**src/rtl/card_board_pkg.sv**
```systemverilog
// board_pkg: shared geometry, widths and helpers for the card board.
//   N_CARDS/COLS/ROWS  grid geometry, card index = row*COLS + col
//   ADDR_W/RGB_W       card index and packed colour widths
//   R_W/G_W/B_W        colour field widths (RGB 3-3-2)
//   rgb_unpack()       split a packed colour into its fields
//   popcnt()           number of set bits in a per-card flag vector
package board_pkg;
    localparam int N_CARDS = 36;
    localparam int COLS    = 6;
    localparam int ROWS    = N_CARDS / COLS;
    localparam int ADDR_W  = 6;
    localparam int RGB_W   = 8;
    localparam int R_W     = 3;
    localparam int G_W     = 3;
    localparam int B_W     = 2;

    typedef struct packed {
        logic [R_W-1:0] r;
        logic [G_W-1:0] g;
        logic [B_W-1:0] b;
    } rgb_t;

    function automatic rgb_t rgb_unpack(input logic [RGB_W-1:0] v);
        rgb_t c;
        c.r = v[RGB_W-1 -: R_W];
        c.g = v[B_W +: G_W];
        c.b = v[B_W-1:0];
        return c;
    endfunction

    function automatic logic [ADDR_W-1:0] popcnt(input logic [N_CARDS-1:0] v);
        logic [ADDR_W-1:0] c;
        c = '0;
        for (int i = 0; i < N_CARDS; i++) c = c + ADDR_W'(v[i]);
        return c;
    endfunction
endpackage

```
**src/rtl/card_board_if.sv**
```systemverilog
// card_board_if: link between the pair matcher (master) and the board (slave).
//   addr        matcher colour read address
//   r/g/b       colour of card addr, combinational
//   ms/mf       matcher success / failure pulses
//   sel_bus     per-card selected flags
//   hidden_bus  per-card cleared flags
interface card_board_if;
    import board_pkg::*;
    logic [ADDR_W-1:0]  addr;
    logic [R_W-1:0]     r;
    logic [G_W-1:0]     g;
    logic [B_W-1:0]     b;
    logic               ms;
    logic               mf;
    logic [N_CARDS-1:0] sel_bus;
    logic [N_CARDS-1:0] hidden_bus;

    modport master (output addr, ms, mf, input r, g, b, sel_bus, hidden_bus);
    modport slave  (input addr, ms, mf, output r, g, b, sel_bus, hidden_bus);
endinterface

```
**src/rtl/card_board_cell.sv**
```systemverilog
// board_cell: state of one card -- colour, selected bit, hidden bit.
//   load_i/load_rgb_i  write colour, drops sel and hidden
//   pick_tgl_i         toggle the selected bit
//   clear_sel_i        drop selection (failed match)
//   hide_sel_i         move selection into hidden (successful match)
//   clear_all_i        new game: drop sel and hidden, keep colour
//   rgb_o/sel_o/hidden_o  current state
// Strobes are mutually exclusive by construction at the top; the order
// below only matters if that ever changes.
module board_cell
    import board_pkg::*;
(
    input  logic             clk,
    input  logic             rst,
    input  logic             load_i,
    input  logic [RGB_W-1:0] load_rgb_i,
    input  logic             pick_tgl_i,
    input  logic             clear_sel_i,
    input  logic             hide_sel_i,
    input  logic             clear_all_i,
    output logic [RGB_W-1:0] rgb_o,
    output logic             sel_o,
    output logic             hidden_o
);
    logic [RGB_W-1:0] rgb_q;
    logic             sel_q, hidden_q;

    always_ff @(posedge clk or posedge rst) begin
        if (rst) begin
            rgb_q    <= '0;
            sel_q    <= 1'b0;
            hidden_q <= 1'b0;
        end else if (clear_all_i) begin
            sel_q    <= 1'b0;
            hidden_q <= 1'b0;
        end else if (hide_sel_i) begin
            hidden_q <= hidden_q | sel_q;
            sel_q    <= 1'b0;
        end else if (clear_sel_i) begin
            sel_q    <= 1'b0;
        end else if (load_i) begin
            rgb_q    <= load_rgb_i;
            sel_q    <= 1'b0;
            hidden_q <= 1'b0;
        end else if (pick_tgl_i) begin
            sel_q    <= ~sel_q;
        end
    end

    assign rgb_o    = rgb_q;
    assign sel_o    = sel_q;
    assign hidden_o = hidden_q;
endmodule

```
**src/rtl/card_board.sv**
```systemverilog
// card_board: 6x6 card grid state and responder to the pair matcher.
//   clk, rst               clock, async active-high reset
//   load_we/addr/rgb       colour load from the deal logic
//   new_game               clear all flags and cleared_cnt
//   pick/pick_addr         player click from the cursor logic
//   mif (slave)            matcher link: colour read, ms/mf, sel/hidden buses
//   sel_cnt                selected cards (0..2)
//   cleared_cnt            cards cleared this game (0..36, saturating)
//   done                   all cards hidden
// One event per cycle wins: new_game > ms/mf > load_we > pick.
module card_board
    import board_pkg::*;
(
    input  logic              clk,
    input  logic              rst,
    input  logic              load_we,
    input  logic [ADDR_W-1:0] load_addr,
    input  logic [RGB_W-1:0]  load_rgb,
    input  logic              new_game,
    input  logic              pick,
    input  logic [ADDR_W-1:0] pick_addr,
    card_board_if.slave       mif,
    output logic [1:0]        sel_cnt,
    output logic [ADDR_W-1:0] cleared_cnt,
    output logic              done
);
    logic [N_CARDS-1:0][RGB_W-1:0] col;
    logic [N_CARDS-1:0] sel, hid, load_hit, pick_hit, pick_tgl;
    logic match_go, hide_go, fail_go, load_slot, pick_slot, pick_ok;
    logic pick_on_sel, pick_on_hid;
    logic [1:0]        sel_cnt_q, sel_cnt_d;
    logic [ADDR_W-1:0] cleared_q, cleared_d;
    logic [ADDR_W:0]   cleared_sum;
    logic              done_q, done_d;
    logic [RGB_W-1:0]  rd;
    rgb_t              rd_f;

    // Arbitration. ms wins over mf when both pulse. A raised load_we
    // takes the slot even when its address is out of range.
    assign match_go  = mif.ms | mif.mf;
    assign hide_go   = !new_game && mif.ms;
    assign fail_go   = !new_game && !mif.ms && mif.mf;
    assign load_slot = !new_game && !match_go && load_we;
    assign pick_slot = !new_game && !match_go && !load_we && pick;

    // Address decode; out-of-range addresses match no card.
    always_comb begin
        load_hit = '0;
        pick_hit = '0;
        for (int i = 0; i < N_CARDS; i++) begin
            load_hit[i] = load_slot && (load_addr == ADDR_W'(i));
            pick_hit[i] = (pick_addr == ADDR_W'(i));
        end
    end

    assign pick_on_sel = |(pick_hit & sel);
    assign pick_on_hid = |(pick_hit & hid);
    // Deselect always allowed; a new select only while fewer than two held.
    assign pick_ok  = pick_slot && (|pick_hit) && !pick_on_hid
                      && (pick_on_sel || sel_cnt_q != 2'd2);
    assign pick_tgl = pick_ok ? pick_hit : '0;

    for (genvar i = 0; i < N_CARDS; i++) begin : g_cell
        board_cell u_cell (
            .clk         (clk),
            .rst         (rst),
            .load_i      (load_hit[i]),
            .load_rgb_i  (load_rgb),
            .pick_tgl_i  (pick_tgl[i]),
            .clear_sel_i (fail_go),
            .hide_sel_i  (hide_go),
            .clear_all_i (new_game),
            .rgb_o       (col[i]),
            .sel_o       (sel[i]),
            .hidden_o    (hid[i])
        );
    end

    assign cleared_sum = {1'b0, cleared_q} + {1'b0, popcnt(sel)};

    always_comb begin
        sel_cnt_d = sel_cnt_q;
        cleared_d = cleared_q;
        done_d    = done_q;
        if (new_game) begin
            sel_cnt_d = '0;
            cleared_d = '0;
            done_d    = 1'b0;
        end else if (match_go) begin
            sel_cnt_d = '0;
            if (mif.ms) begin
                cleared_d = (cleared_sum > (ADDR_W+1)'(N_CARDS)) ? ADDR_W'(N_CARDS)
                                                                 : cleared_sum[ADDR_W-1:0];
                done_d    = &(hid | sel);
            end
        end else if (|load_hit) begin
            if (|(load_hit & sel)) sel_cnt_d = sel_cnt_q - 2'd1;
            done_d = 1'b0;
        end else if (pick_ok) begin
            sel_cnt_d = pick_on_sel ? sel_cnt_q - 2'd1 : sel_cnt_q + 2'd1;
        end
    end

    always_ff @(posedge clk or posedge rst) begin
        if (rst) begin
            sel_cnt_q <= '0;
            cleared_q <= '0;
            done_q    <= 1'b0;
        end else begin
            sel_cnt_q <= sel_cnt_d;
            cleared_q <= cleared_d;
            done_q    <= done_d;
        end
    end

    // Zero-latency colour read; the matcher samples one edge after addr.
    always_comb begin
        rd = '0;
        for (int i = 0; i < N_CARDS; i++)
            if (mif.addr == ADDR_W'(i)) rd = col[i];
    end
    assign rd_f = rgb_unpack(rd);

    assign mif.r          = rd_f.r;
    assign mif.g          = rd_f.g;
    assign mif.b          = rd_f.b;
    assign mif.sel_bus    = sel;
    assign mif.hidden_bus = hid;
    assign sel_cnt        = sel_cnt_q;
    assign cleared_cnt    = cleared_q;
    assign done           = done_q;
endmodule

```
**src/flat_wrapper.sv**
```systemverilog
// flat-port wrapper written by rule: the top's interface ports become plain ports
module card_board_flat import board_pkg::*;
  (clk, rst, load_we, load_addr, load_rgb, new_game, pick, pick_addr, sel_cnt, cleared_cnt, done, mif_addr, mif_ms, mif_mf, mif_r, mif_g, mif_b, mif_sel_bus, mif_hidden_bus);
  card_board_if mif_i ();
  input  logic clk;
  input  logic rst;
  input  logic load_we;
  input  logic [ADDR_W-1:0] load_addr;
  input  logic [RGB_W-1:0] load_rgb;
  input  logic new_game;
  input  logic pick;
  input  logic [ADDR_W-1:0] pick_addr;
  output logic [1:0] sel_cnt;
  output logic [ADDR_W-1:0] cleared_cnt;
  output logic done;
  input wire logic [$bits(mif_i.addr)-1:0] mif_addr;
  input wire logic [$bits(mif_i.ms)-1:0] mif_ms;
  input wire logic [$bits(mif_i.mf)-1:0] mif_mf;
  output wire logic [$bits(mif_i.r)-1:0] mif_r;
  output wire logic [$bits(mif_i.g)-1:0] mif_g;
  output wire logic [$bits(mif_i.b)-1:0] mif_b;
  output wire logic [$bits(mif_i.sel_bus)-1:0] mif_sel_bus;
  output wire logic [$bits(mif_i.hidden_bus)-1:0] mif_hidden_bus;
  assign mif_i.addr = mif_addr;
  assign mif_i.ms = mif_ms;
  assign mif_i.mf = mif_mf;
  assign mif_r = mif_i.r;
  assign mif_g = mif_i.g;
  assign mif_b = mif_i.b;
  assign mif_sel_bus = mif_i.sel_bus;
  assign mif_hidden_bus = mif_i.hidden_bus;
  card_board u_core (.clk(clk), .rst(rst), .load_we(load_we), .load_addr(load_addr), .load_rgb(load_rgb), .new_game(new_game), .pick(pick), .pick_addr(pick_addr), .mif(mif_i), .sel_cnt(sel_cnt), .cleared_cnt(cleared_cnt), .done(done));
endmodule
```
**config.mk**
```make
export PLATFORM = sky130hd
export DESIGN_NAME = card_board_flat
export DESIGN_NICKNAME = d
export VERILOG_FILES = /design/src/rtl/card_board_pkg.sv /design/src/rtl/card_board_if.sv /design/src/rtl/card_board_cell.sv /design/src/rtl/card_board.sv /design/src/flat_wrapper.sv
export SDC_FILE = /design/constraint.sdc
export NUM_CORES = 1
export LEC_CHECK = 0
export ABC_AREA = 1
export CORE_ASPECT_RATIO = 0.75
export CORE_UTILIZATION = 60
export CTS_BUF_LIST = sky130_fd_sc_hd__clkbuf_2
export DETAILED_ROUTE_END_ITERATION = 16
export PLACE_DENSITY = 0.9
export SLEW_MARGIN = 15
export SYNTH_ARGS = -nofsm -noshare
export SYNTH_HDL_FRONTEND = slang
export SYNTH_SLANG_ARGS = --single-unit
```
**constraint.sdc**
```tcl
create_clock -name clk -period 21 [get_ports clk]
set_input_delay 6.3 -clock clk [delete_from_list [all_inputs] [get_ports clk]]
set_output_delay 6.3 -clock clk [all_outputs]
set_load 0.05 [all_outputs]
```
Word-level counts from Yosys, hierarchy flattened
Index checks and enable logic that the tools add are counted.
{"block": "word_totals", "ff_bits": 369, "in_bits": 33, "out_inout_bits": 89, "elab_cells": 926}
{"block": "classes", "n_addsub": 38, "n_lt_le_gt_ge": 1, "n_eq_ne": 109, "muxes": 375, "n_bitwise": 80, "reduce_logical": 212}
{"op": "$mux W1", "count": 328}
{"op": "$eq A6 B5 Y1 const B", "count": 48}
{"op": "$mux W8", "count": 36}
{"op": "$add A6 B1 Y6", "count": 34}
{"op": "$reduce_bool A5 Y1", "count": 36}
{"op": "$reduce_or A36 Y1", "count": 5}
{"op": "$eq A6 B4 Y1 const B", "count": 24}
{"op": "$reduce_and A4 Y1", "count": 36}
{"op": "$reduce_bool A3 Y1", "count": 37}
{"op": "$and A36 B36 Y36", "count": 3}
{"op": "$reduce_and A2 Y1", "count": 39}
{"op": "$eq A6 B3 Y1 const B", "count": 12}
{"op": "$eq A6 B6 Y1 const B", "count": 12}
{"op": "$logic_and A1 B1 Y1", "count": 46}
{"op": "$not A1 Y1", "count": 39}
{"op": "$or A1 B1 Y1", "count": 37}
{"op": "$eq A6 B2 Y1 const B", "count": 6}
{"op": "$mux W36", "count": 1}
{"op": "$or A36 B36 Y36", "count": 1}
{"op": "$reduce_and A36 Y1", "count": 1}
{"op": "$mux W6", "count": 4}
{"op": "$eq A6 B1 Y1 const B", "count": 3}
{"op": "$logic_not A6 Y1", "count": 3}
{"op": "$mux W2", "count": 6}
{"op": "12 further kinds", "count": 18}

Depth between registers and ports, before layout
Gate-level depths: netlist of run 1.
{"block": "depth", "word_depth": 41, "depth_mapped": 26, "mapped_depth_nobuf": 26}

Hierarchy
Synthesis of run 1 repeated with hierarchy kept, for this count alone.
{"block": "unflattened", "hier_cells": 2963, "hier_area_um2": 21724.6}
{"mod": "board_cell", "n_inst": 36, "cells_each": 50, "area_per_inst_um2": 439.2, "seq_area_each_um2": 250.2}
{"mod": "card_board", "n_inst": 1, "cells_each": 1163, "area_per_inst_um2": 5914.4, "seq_area_each_um2": 225.2}

Worst setup path before layout of run 1
OpenSTA, ideal clock, no wires.
{"block": "synth_path", "kind": "input -> output", "from": "input mif_addr[5]", "to": "output mif_r[2]", "arrival_time_ns": 8.488, "t_required_ns": 14.700, "setup_slack_ns": 6.212, "path_stages": 23, "n_path_buf": 1, "cell_sequence": "nor2_2 > inv_2 > buf_2 > nor2_2 > nand2_1 > o21ai_0 > nand4_1 > nand2_1 > nand4_1 > nand2_1 > nand3_1 > nand2_1 > nand4_1 > nand2_1 > nand3_1 > nand2_1 > nand2_1 > nand2_1 > nand4_1 > nor2_1 > nand4_1 > nand2_1 > nand4_1"}
{"block": "synth_between", "elab_chain_len": 37, "elab_cells_between_ends": 72, "cone_classes": "35 x eq/ne; 36 x mux; 1 x reduce/logical"}
{"element": "start, declared", "line": "flat_wrapper.sv:16", "source": "input wire logic [$bits(mif_i.addr)-1:0] mif_addr;"}
{"element": "$logic_not A6 Y1", "line": "card_board.sv:120", "source": "if (mif.addr == ADDR_W'(i)) rd = col[i];"}
{"element": "$mux W8 (35 in a row)", "line": "card_board.sv:120"}
{"element": "$mux W8 (*)", "line": "card_board.sv:120"}
{"element": "end, declared", "line": "flat_wrapper.sv:19", "source": "output wire logic [$bits(mif_i.r)-1:0] mif_r;"}
Mark *: on every way between the ends. The rest lies on a longest branch, timed or not.

Final worst setup path of run 1
{"block": "layout_path", "from": "input mif_addr[5]", "to": "output mif_b[1]"}
{"block": "layout_between", "elab_chain_len": 37, "elab_cells_between_ends": 72, "cone_classes": "35 x eq/ne; 36 x mux; 1 x reduce/logical"}
{"element": "$logic_not A6 Y1", "line": "card_board.sv:120"}
{"element": "$mux W8 (35 in a row)", "line": "card_board.sv:120"}
{"element": "$mux W8 (*)", "line": "card_board.sv:120"}
{"element": "end, declared", "line": "flat_wrapper.sv:21", "source": "output wire logic [$bits(mif_i.b)-1:0] mif_b;"}
Marked as above.

==> results of run 1 <==
state kept, by name, summed over array words and instances (netlist names):
name,cells
u_core.g_cell.u_cell.rgb_o,288
u_core.g_cell.u_cell.hidden_o,36
u_core.g_cell.u_cell.sel_o,36
u_core.cleared_cnt,6
u_core.sel_cnt,2
u_core.done,1
through the flow:
stage	total power [W]	cells	hold WS [ps]
final	0.00132	3040	494
after CTS	0.00131	3039	492
after global routing	0.00136	3040	513
after detailed placement	0.000847	2890	468
after global placement	0.000845	2890	460
after floorplan	0.000806	2485	445
metal layers:
layer  part of all wire  track usage  wire, um  up-vias
met1               0.42        0.601     28100     8881
li1                   -            -         -     8163
met3               0.15        0.148     10400      163
met5                  0            0         0        -
met4              0.031        0.142      2080        0
met2               0.40        0.563     26900     1419
report_power, final:
| group | total [W] | switching, W | internal [W] |
|---|---|---|---|
| Clock | 0.000482 | 0.000308 | 0.000174 |
| Combinational | 0.000100 | 0.0000766 | 0.0000238 |
| Sequential | 0.000737 | 0.00000935 | 0.000727 |
worst max-delay path, stage by stage:
cell and delay, ps:
clkdlybuf4s50_1 460, nor2_2 480, inv_2 260, nor2_1 620, nand2_1 120, nand2_1 100
nand4_1 80, nand2_1 110, nand4_1 90, nand2_1 100, nand3_1 80, nand2_1 100
nand4_1 80, nand2_1 70, nand4_1 70, nor2_1 160, nand4_1 140, nor2_1 140
nand4_1 150, nor2_1 130, nand3_1 80, clkdlybuf4s50_1 700
cell type report:
| class | count | area, um2 |
|---|---|---|
| timing repair buffer | 134 | 1310 |
| sequential | 369 | 9230 |
| clock inverter | 23 | 136 |
| tap | 435 | 544 |
| clock buffer | 126 | 631 |
| fill | 2685 | 10400 |
| antenna | 1 | 2.50 |
| multi-input combinational | 1654 | 8240 |
| inverter | 298 | 1130 |
kinds of logic after synthesis:
group	after synthesis	synth area share
DFF	369	0.473
adders and majority gates	44	0.0394
xor gates and xnor gates	11	0.00494
and+or+nand+nor	1105	0.238
AOI/OAI and AO/OA	494	0.140
buffers and inverters	462	0.105
synth_stat cells, drive strengths merged, types with 2 or more instances:
cell type,count
a2111oi,4
a21o,2
a21oi,66
a221oi,23
a31oi,22
a32o,2
buf,93
clkbuf,71
clkinv,12
dfrtp,369
fa,29
ha,15
inv,286
nand2,643
nand3,94
nand4,64
nor2,252
nor3,15
nor4,15
o2111ai,4
o211ai,3
o21ai,331
o22ai,19
o31ai,4
o32ai,9
or2,18
xnor2,3
xor2,8
path summary, 6_finish.rpt:
kind,startpoint,to,cells past startpoint
worst max-delay path,mif_addr[5],mif_b[1],22
worst min register to register,u_core.g_cell[33].u_cell.rgb_o[6]$_DFFE_PP0P_,u_core.g_cell[33].u_cell.rgb_o[6]$_DFFE_PP0P_,2
worst min-delay path,u_core.g_cell[33].u_cell.rgb_o[6]$_DFFE_PP0P_,u_core.g_cell[33].u_cell.rgb_o[6]$_DFFE_PP0P_,2
worst max register to register,u_core.g_cell[1].u_cell.sel_o$_DFFE_PP0P_,u_core.cleared_cnt[2]$_DFFE_PP0P_,22
min in group asynchronous,rst,u_core.g_cell[25].u_cell.hidden_o$_DFFE_PP0P_,2
max in group asynchronous,rst,u_core.g_cell[0].u_cell.rgb_o[0]$_DFFE_PP0P_,5
==> qor.yml, run 1 <==
dr_total_vias: 18600
area_growth_pct: 8.74
fp.dieW_um: 210
numCtsBuffers: 90
path_max_fanout: 14
cts_tree: "built"
fin_setup_tns_ps: 0
vias_per_cell: 6.13
avgSynthCellArea_um2: 7.85
die_h_um: 158
rows: 56
synth_seq_area_share: 0.473
dr.pass1.iters: 10
fin_nets: 2624
drv_slew: 0
wl_per_cell_um: 22.2
initialDrtViolationCount: 3109
clock_latency_ps: 1050
htree_levels: 3
tightest_slew_ps: 1280
post_synth_num_cell_types: 53
root_buffer: "clkbuf_2"
async_flop_share: 1.00
synth-edff-count: 0
fin_crit_sh: 0.807
ys_seq_elements: 369
track_usage: 0.412
core_um2: 31600
grt_overflow: 0
detail-route-antenna-nets: 0
synth_top_area_cell: "dfrtp_1"
grt_pass1_vias: 17500
placed_cell_area_um2: 20500
cp.arrival_ps: 10640
grt_max_degree: 88
initial_core_util: 0.618
status: "completed"
fmax_mhz: 59.0
final_util: 0.672
place_ws_ps: 4230
fin_skew_ps: 70.8
min_path_type: "register to register"
worst-setup-path-type: "input pin to primary output"
period_needed_ps: 16940
syn_inst: 2485
r2r_slack_ps: 13940
crit_required_ps: 14700
postLayoutCellArea_um2: 21200
p_per_area_nw_per_um2: 62.1
mostFrequentLayoutCells: "nand2_1 (641), dfrtp_1 (369), o21ai_0 (330), inv_1 (270), nor2_1 (238)"
startpoint_type: "input pin"
drc: 0
dieArea_um2: 33300
layout-drive-gt1-share: 0.0791
gp_congestion: 1.01
ys.flop_type: "dfrtp_1"
power.leakage_nw: 9.63
rsz0062_at_grt: "no"
vdd_drop_max_mv: 0.0505
syn_area_um2: 19500
cts_setup_buffers: 0
layout_setup_ws_ps: 4060
yosys_warnings: 0
dp_hpwl_mm: 48.9
syn_nets: 2562
slew-limit-headroom: 0.147
ys_top_cells_by_area: "dfrtp_1 (47%), nand2_1 (12%), o21ai_0 (8.5%), inv_1 (5.2%), nor2_1 (4.6%)"
antenna_found_initial: 1
clk_pin_slew_ps: 100
endpoint_kind: "primary output"
grt_pass1_wl_mm: 102
clock-sinks: 369
cts_hold_buf: 0
hold_viol_final: 0
layout_commonest_cell: "nand2_1"
cts_buffer_depth: 3
ios: 122
yosysTopAreaCellShare: 0.473
drt-total-wl_mm: 67.6
numPortBuffers: 121
maxCapViolations: 0
cts_resized: 0
setup_violations: 0
Power figures use the tool's default switching activity.
==> inputs of run 2 (changes only) <==
==> constraint.sdc (replaced) <==
create_clock -name clk -period 17.3 [get_ports clk]
set_input_delay 5.19 -clock clk [delete_from_list [all_inputs] [get_ports clk]]
set_output_delay 5.19 -clock clk [all_outputs]
set_load 0.05 [all_outputs]
==> run 2 against run 1 <==
Effect of this change:
- die area unchanged
- first-iteration DRC count fell by 1.5%
- sequential cell count stayed put
- clock power rose by 24%
- clock skew is 7.8 ps higher
- count of clock-buffer cells in the layout down 4
- setup slack worse by 1400 ps
==> qor.yml, run 2 (same netlist as run 1, synthesis figures left out) <==
p_per_area_nw_per_um2: 75.9  # was 62.1 nW/um2
htree_levels: 3  # unchanged
fin_crit_sh: 0.846
mostFrequentLayoutCells: "nand2_1 (641), dfrtp_1 (369), o21ai_0 (330), inv_1 (268), nor2_1 (238)"  # was nand2_1 (641), dfrtp_1 (369), o21ai_0 (330), inv_1 (270), nor2_1 (238)
drt-total-wl_mm: 64.7  # was 67.6 mm
fp.dieW_um: 210  # unchanged
vias_per_cell: 6.10  # was 6.13
numCtsBuffers: 89  # was 90
slew-limit-headroom: 0.187  # was 0.147
power.leakage_nw: 9.63  # about the same
final_util: 0.672  # about the same
clk_pin_slew_ps: 110  # was 100 ps
dr.pass1.iters: 9  # was 10
grt_pass1_wl_mm: 98.8  # was 102 mm
drc: 0  # unchanged
track_usage: 0.397  # was 0.412
period_needed_ps: 14640
fillers: 2598  # was 2685
rsz0062_at_grt: "no"  # unchanged
startpoint_type: "input pin"  # unchanged
cts_buffer_depth: 3  # unchanged
layout_commonest_cell: "nand2_1"  # unchanged
area_growth_pct: 8.88  # was 8.74%
endpoint_kind: "primary output"  # unchanged
layoutNonFillerInstCount: 3046  # was 3040
core_um2: 31600  # unchanged
rows: 56  # unchanged
dp_hpwl_mm: 46.3  # was 48.9 mm
cts_hold_buf: 0  # unchanged
initial_core_util: 0.618  # unchanged
numPortBuffers: 121  # unchanged
detail-route-antenna-nets: 0  # unchanged
root_buffer: "clkbuf_2"  # unchanged
cts_setup_buffers: 0  # unchanged
vdd_drop_max_mv: 0.0473  # was 0.0505 mV
status: "completed"  # unchanged
dr_total_vias: 18600  # about the same
min_path_type: "register to register"  # unchanged
worst-setup-path-type: "input pin to primary output"  # unchanged
maxCapViolations: 0  # unchanged
clock-sinks: 369  # unchanged
fin_nets: 2617  # was 2624
grt_pass1_vias: 17200  # was 17500
gp_congestion: 1.05  # was 1.01
dieArea_um2: 33300  # unchanged
cp.arrival_ps: 9450  # was 10640 ps
clock_latency_ps: 1100  # was 1050 ps
path_max_fanout: 14  # unchanged
antenna_found_initial: 2  # was 1
tightest_slew_ps: 1220  # was 1280 ps
cts_resized: 0  # unchanged
layout-drive-gt1-share: 0.0767  # was 0.0791
wl_per_cell_um: 21.2  # was 22.2 um
setup_violations: 0  # unchanged
drv_slew: 0  # unchanged
grt_overflow: 0  # unchanged
grt_max_degree: 191  # was 88
fin_setup_tns_ps: 0  # unchanged
initialDrtViolationCount: 3063  # was 3109
hold_viol_final: 0  # unchanged
largest_reg_flops: 288  # unchanged
placed_cells: 2884  # was 2890
cts_tree: "built"  # unchanged
fmax_mhz: 68.3
ios: 122  # unchanged
die_h_um: 158  # unchanged
fin_skew_ps: 78.6  # was 70.8 ps
crit_required_ps: 12110  # was 14700 ps
run 2: critical path, stage by stage:
cell,delay [ps]
clkdlybuf4s50_1,450
nor2_2,490
inv_2,270
nor2_1,560
nand2_1,100
nand2_1,90
nand4_1,80
nand2_1,110
nand4_1,80
nand2_1,100
nand4_1,100
nor2_1,200
nand4_1,120
nand2_1,80
nand3_1,60
nand2_1,100
nand4_1,110
nand2_1,90
nand4_1,120
nor2_1,130
nand3_1,90
clkdlybuf4s50_1,710
run 2: cell type report:
class / count / area (um2) / share of cell area
Inverter: 298 / 1130 / 0.0533
Clock buffer: 122 / 611 / 0.0287
Multi-Input combinational cell: 1654 / 8240 / 0.388
Tap cell: 435 / 544 / 0.0256
Antenna cell: 5 / 12.5 / 0.000589
Clock inverter: 35 / 199 / 0.00936
Timing Repair Buffer: 128 / 1280 / 0.0601
Sequential cell: 369 / 9230 / 0.435
run 2: per-stage QoR:
step	hold slack, ps	setup WS (ps)	power [W]	cell area, um2
global placement	460	2850	0.00102	20400
finish	491	2660	0.00161	21300
detailed placement	466	2790	0.00103	20400
CTS	489	2770	0.00161	21200
floorplan	445	1860	0.000979	19500
global route	510	2340	0.00167	21200
run 2: final timing paths:
kind | from | endpoint | slack, ps | depth (start not counted)
worst max-delay path | mif_addr[5] | mif_g[0] | 2660 | 22
worst min-delay path | u_core.g_cell[22].u_cell.rgb_o[3]$_DFFE_PP0P_ | u_core.g_cell[22].u_cell.rgb_o[3]$_DFFE_PP0P_ | 490 | 2
worst max register to register | u_core.g_cell[0].u_cell.sel_o$_DFFE_PP0P_ | u_core.cleared_cnt[1]$_DFFE_PP0P_ | 10090 | 19
worst min register to register | u_core.g_cell[22].u_cell.rgb_o[3]$_DFFE_PP0P_ | u_core.g_cell[22].u_cell.rgb_o[3]$_DFFE_PP0P_ | 490 | 2
max in group asynchronous | rst | u_core.g_cell[35].u_cell.rgb_o[1]$_DFFE_PP0P_ | 10230 | 4
min in group asynchronous | rst | u_core.g_cell[25].u_cell.sel_o$_DFFE_PP0P_ | 4550 | 2
run 2: layer usage:
metal  track usage  wire [um]
met1         0.571      26300
met3         0.165      10600
met5             0         34
met4         0.144       2250
met2         0.532      25500
run 2: power by group:
part | leakage (nW) | switching [W] | internal [W]
Clock | 0.612 | 0.000376 | 0.000222
Combinational | 4.13 | 0.0000917 | 0.0000288
Sequential | 4.88 | 0.0000113 | 0.000883
Total | 9.63 | 0.000479 | 0.00113
==> edit (config.mk and constraints of run 1) <==
Register the inputs `load_we`, `load_addr`, `load_rgb`, `new_game`, `pick` and `pick_addr` before use, cleared by the reset. The logic sees them one clock later. The other inputs are not delayed to match. Comments in the files are not updated.
--- a/src/rtl/card_board.sv
+++ b/src/rtl/card_board.sv
@@ -24,6 +24,32 @@
     output logic [ADDR_W-1:0] cleared_cnt,
     output logic              done
 );
+
+    logic load_we_q;
+    logic [ADDR_W-1:0] load_addr_q;
+    logic [RGB_W-1:0] load_rgb_q;
+    logic new_game_q;
+    logic pick_q;
+    logic [ADDR_W-1:0] pick_addr_q;
+
+    always_ff @(posedge clk or posedge rst) begin
+        if (rst) begin
+            load_we_q   <= '0;
+            load_addr_q <= '0;
+            load_rgb_q  <= '0;
+            new_game_q  <= '0;
+            pick_q      <= '0;
+            pick_addr_q <= '0;
+        end else begin
+            load_we_q   <= load_we;
+            load_addr_q <= load_addr;
+            load_rgb_q  <= load_rgb;
+            new_game_q  <= new_game;
+            pick_q      <= pick;
+            pick_addr_q <= pick_addr;
+        end
+    end
+
     logic [N_CARDS-1:0][RGB_W-1:0] col;
     logic [N_CARDS-1:0] sel, hid, load_hit, pick_hit, pick_tgl;
     logic match_go, hide_go, fail_go, load_slot, pick_slot, pick_ok;
@@ -38,18 +64,18 @@
     // Arbitration. ms wins over mf when both pulse. A raised load_we
     // takes the slot even when its address is out of range.
     assign match_go  = mif.ms | mif.mf;
-    assign hide_go   = !new_game && mif.ms;
-    assign fail_go   = !new_game && !mif.ms && mif.mf;
-    assign load_slot = !new_game && !match_go && load_we;
-    assign pick_slot = !new_game && !match_go && !load_we && pick;
+    assign hide_go   = !new_game_q && mif.ms;
+    assign fail_go   = !new_game_q && !mif.ms && mif.mf;
+    assign load_slot = !new_game_q && !match_go && load_we_q;
+    assign pick_slot = !new_game_q && !match_go && !load_we_q && pick_q;
 
     // Address decode; out-of-range addresses match no card.
     always_comb begin
         load_hit = '0;
         pick_hit = '0;
         for (int i = 0; i < N_CARDS; i++) begin
-            load_hit[i] = load_slot && (load_addr == ADDR_W'(i));
-            pick_hit[i] = (pick_addr == ADDR_W'(i));
+            load_hit[i] = load_slot && (load_addr_q == ADDR_W'(i));
+            pick_hit[i] = (pick_addr_q == ADDR_W'(i));
         end
     end
 
@@ -65,11 +91,11 @@
             .clk         (clk),
             .rst         (rst),
             .load_i      (load_hit[i]),
-            .load_rgb_i  (load_rgb),
+            .load_rgb_i  (load_rgb_q),
             .pick_tgl_i  (pick_tgl[i]),
             .clear_sel_i (fail_go),
             .hide_sel_i  (hide_go),
-            .clear_all_i (new_game),
+            .clear_all_i (new_game_q),
             .rgb_o       (col[i]),
             .sel_o       (sel[i]),
             .hidden_o    (hid[i])
@@ -82,7 +108,7 @@
         sel_cnt_d = sel_cnt_q;
         cleared_d = cleared_q;
         done_d    = done_q;
-        if (new_game) begin
+        if (new_game_q) begin
             sel_cnt_d = '0;
             cleared_d = '0;
             done_d    = 1'b0;
Function: not settled (the Yosys comparison gave no result); the edit may change what the design does.
==> edit against run 1 <==
Synthesized cell count increased by 3.0%; routed wire length grew 6.7%; area after synthesis up 4.7%; sequential cell count up 23; final area rose by 4.7%; clock power is 8.5% higher; total power rose by 9.6%; worst setup slack better by 0.12 ns; global-route usage is 0.71 points higher; highest routed layer unchanged.
==> edit: results <==
[run_status]
status = "finished, final reports clean"

[routing]
vias_per_cell = 6.13
routedWlPerCell_um = 22.9
dr.first_iter.drc_count = 3136
drtPass1Iterations = 8
met3WireLength_mm = 11.5
met2RoutedLength_mm = 29.4

[cells_and_area]
multi_input_area_um2 = 8460
drive_above_1_share_pct = 9.10
nFillCells = 2877
num_antenna_cells = 4
nonClkBufAreaFrac_pct = 5.86
clockNetworkAreaShare_pct = 3.89

[synthesis]
avgSynthCellArea_um2 = 7.98
ys_types = 54

[worst_setup_path]
rrSetupSlack_ns = 13.73
regToRegStartpoint = "u_core.g_cell[19].u_cell.sel_o$_DFFE_PP0P_"
crit_start = "mif_addr[3]"
rr_worst_depth = 24

[placement]
place.gp.congestion = 1.07
dp_worst_setup_slack_ns = 4.34

[clock_network]
clock-sinks = 392
cts_buffers = 95

[grt]
antenna_found_initial = 3
grt_usage_pct = 41.9
## edit: cell count changes after synthesis, sizes merged, moves of 17 or more
cell / before / now
o21ai: 331 / 353
a221oi: 23 / 6
nor2: 252 / 223
inv: 286 / 311
a21oi: 66 / 90
o211ai: 3 / 21
dfrtp: 369 / 392
## edit: worst max path at each step
stage	slack, ns	depth (start not counted)	to
2_1_floorplan	3.80	1	u_core.cleared_cnt[0]$_DFFE_PP0P_
3_3_place_gp	4.52	23	mif_g[1]
3_5_place_dp	4.34	23	mif_g[1]
4_1_cts	4.33	23	mif_g[1]
5_1_grt	3.99	23	mif_g[1]
6_report	4.18	23	mif_g[1]
## edit: worst min-delay path, stage by stage, from the launching register on
cell and delay, ns:
dfrtp_1 0.35, nand2_1 0.05, o21ai_0 0.06
## edit: kinds of logic after synthesis
kind of cell	synth area share (%)
adders and majority gates	3.76
DFF	48.0
and+or+nand+nor	22.9
xor gates and xnor gates	0.386
buffers and inverters	10.6
AOI/OAI and AO/OA	14.4
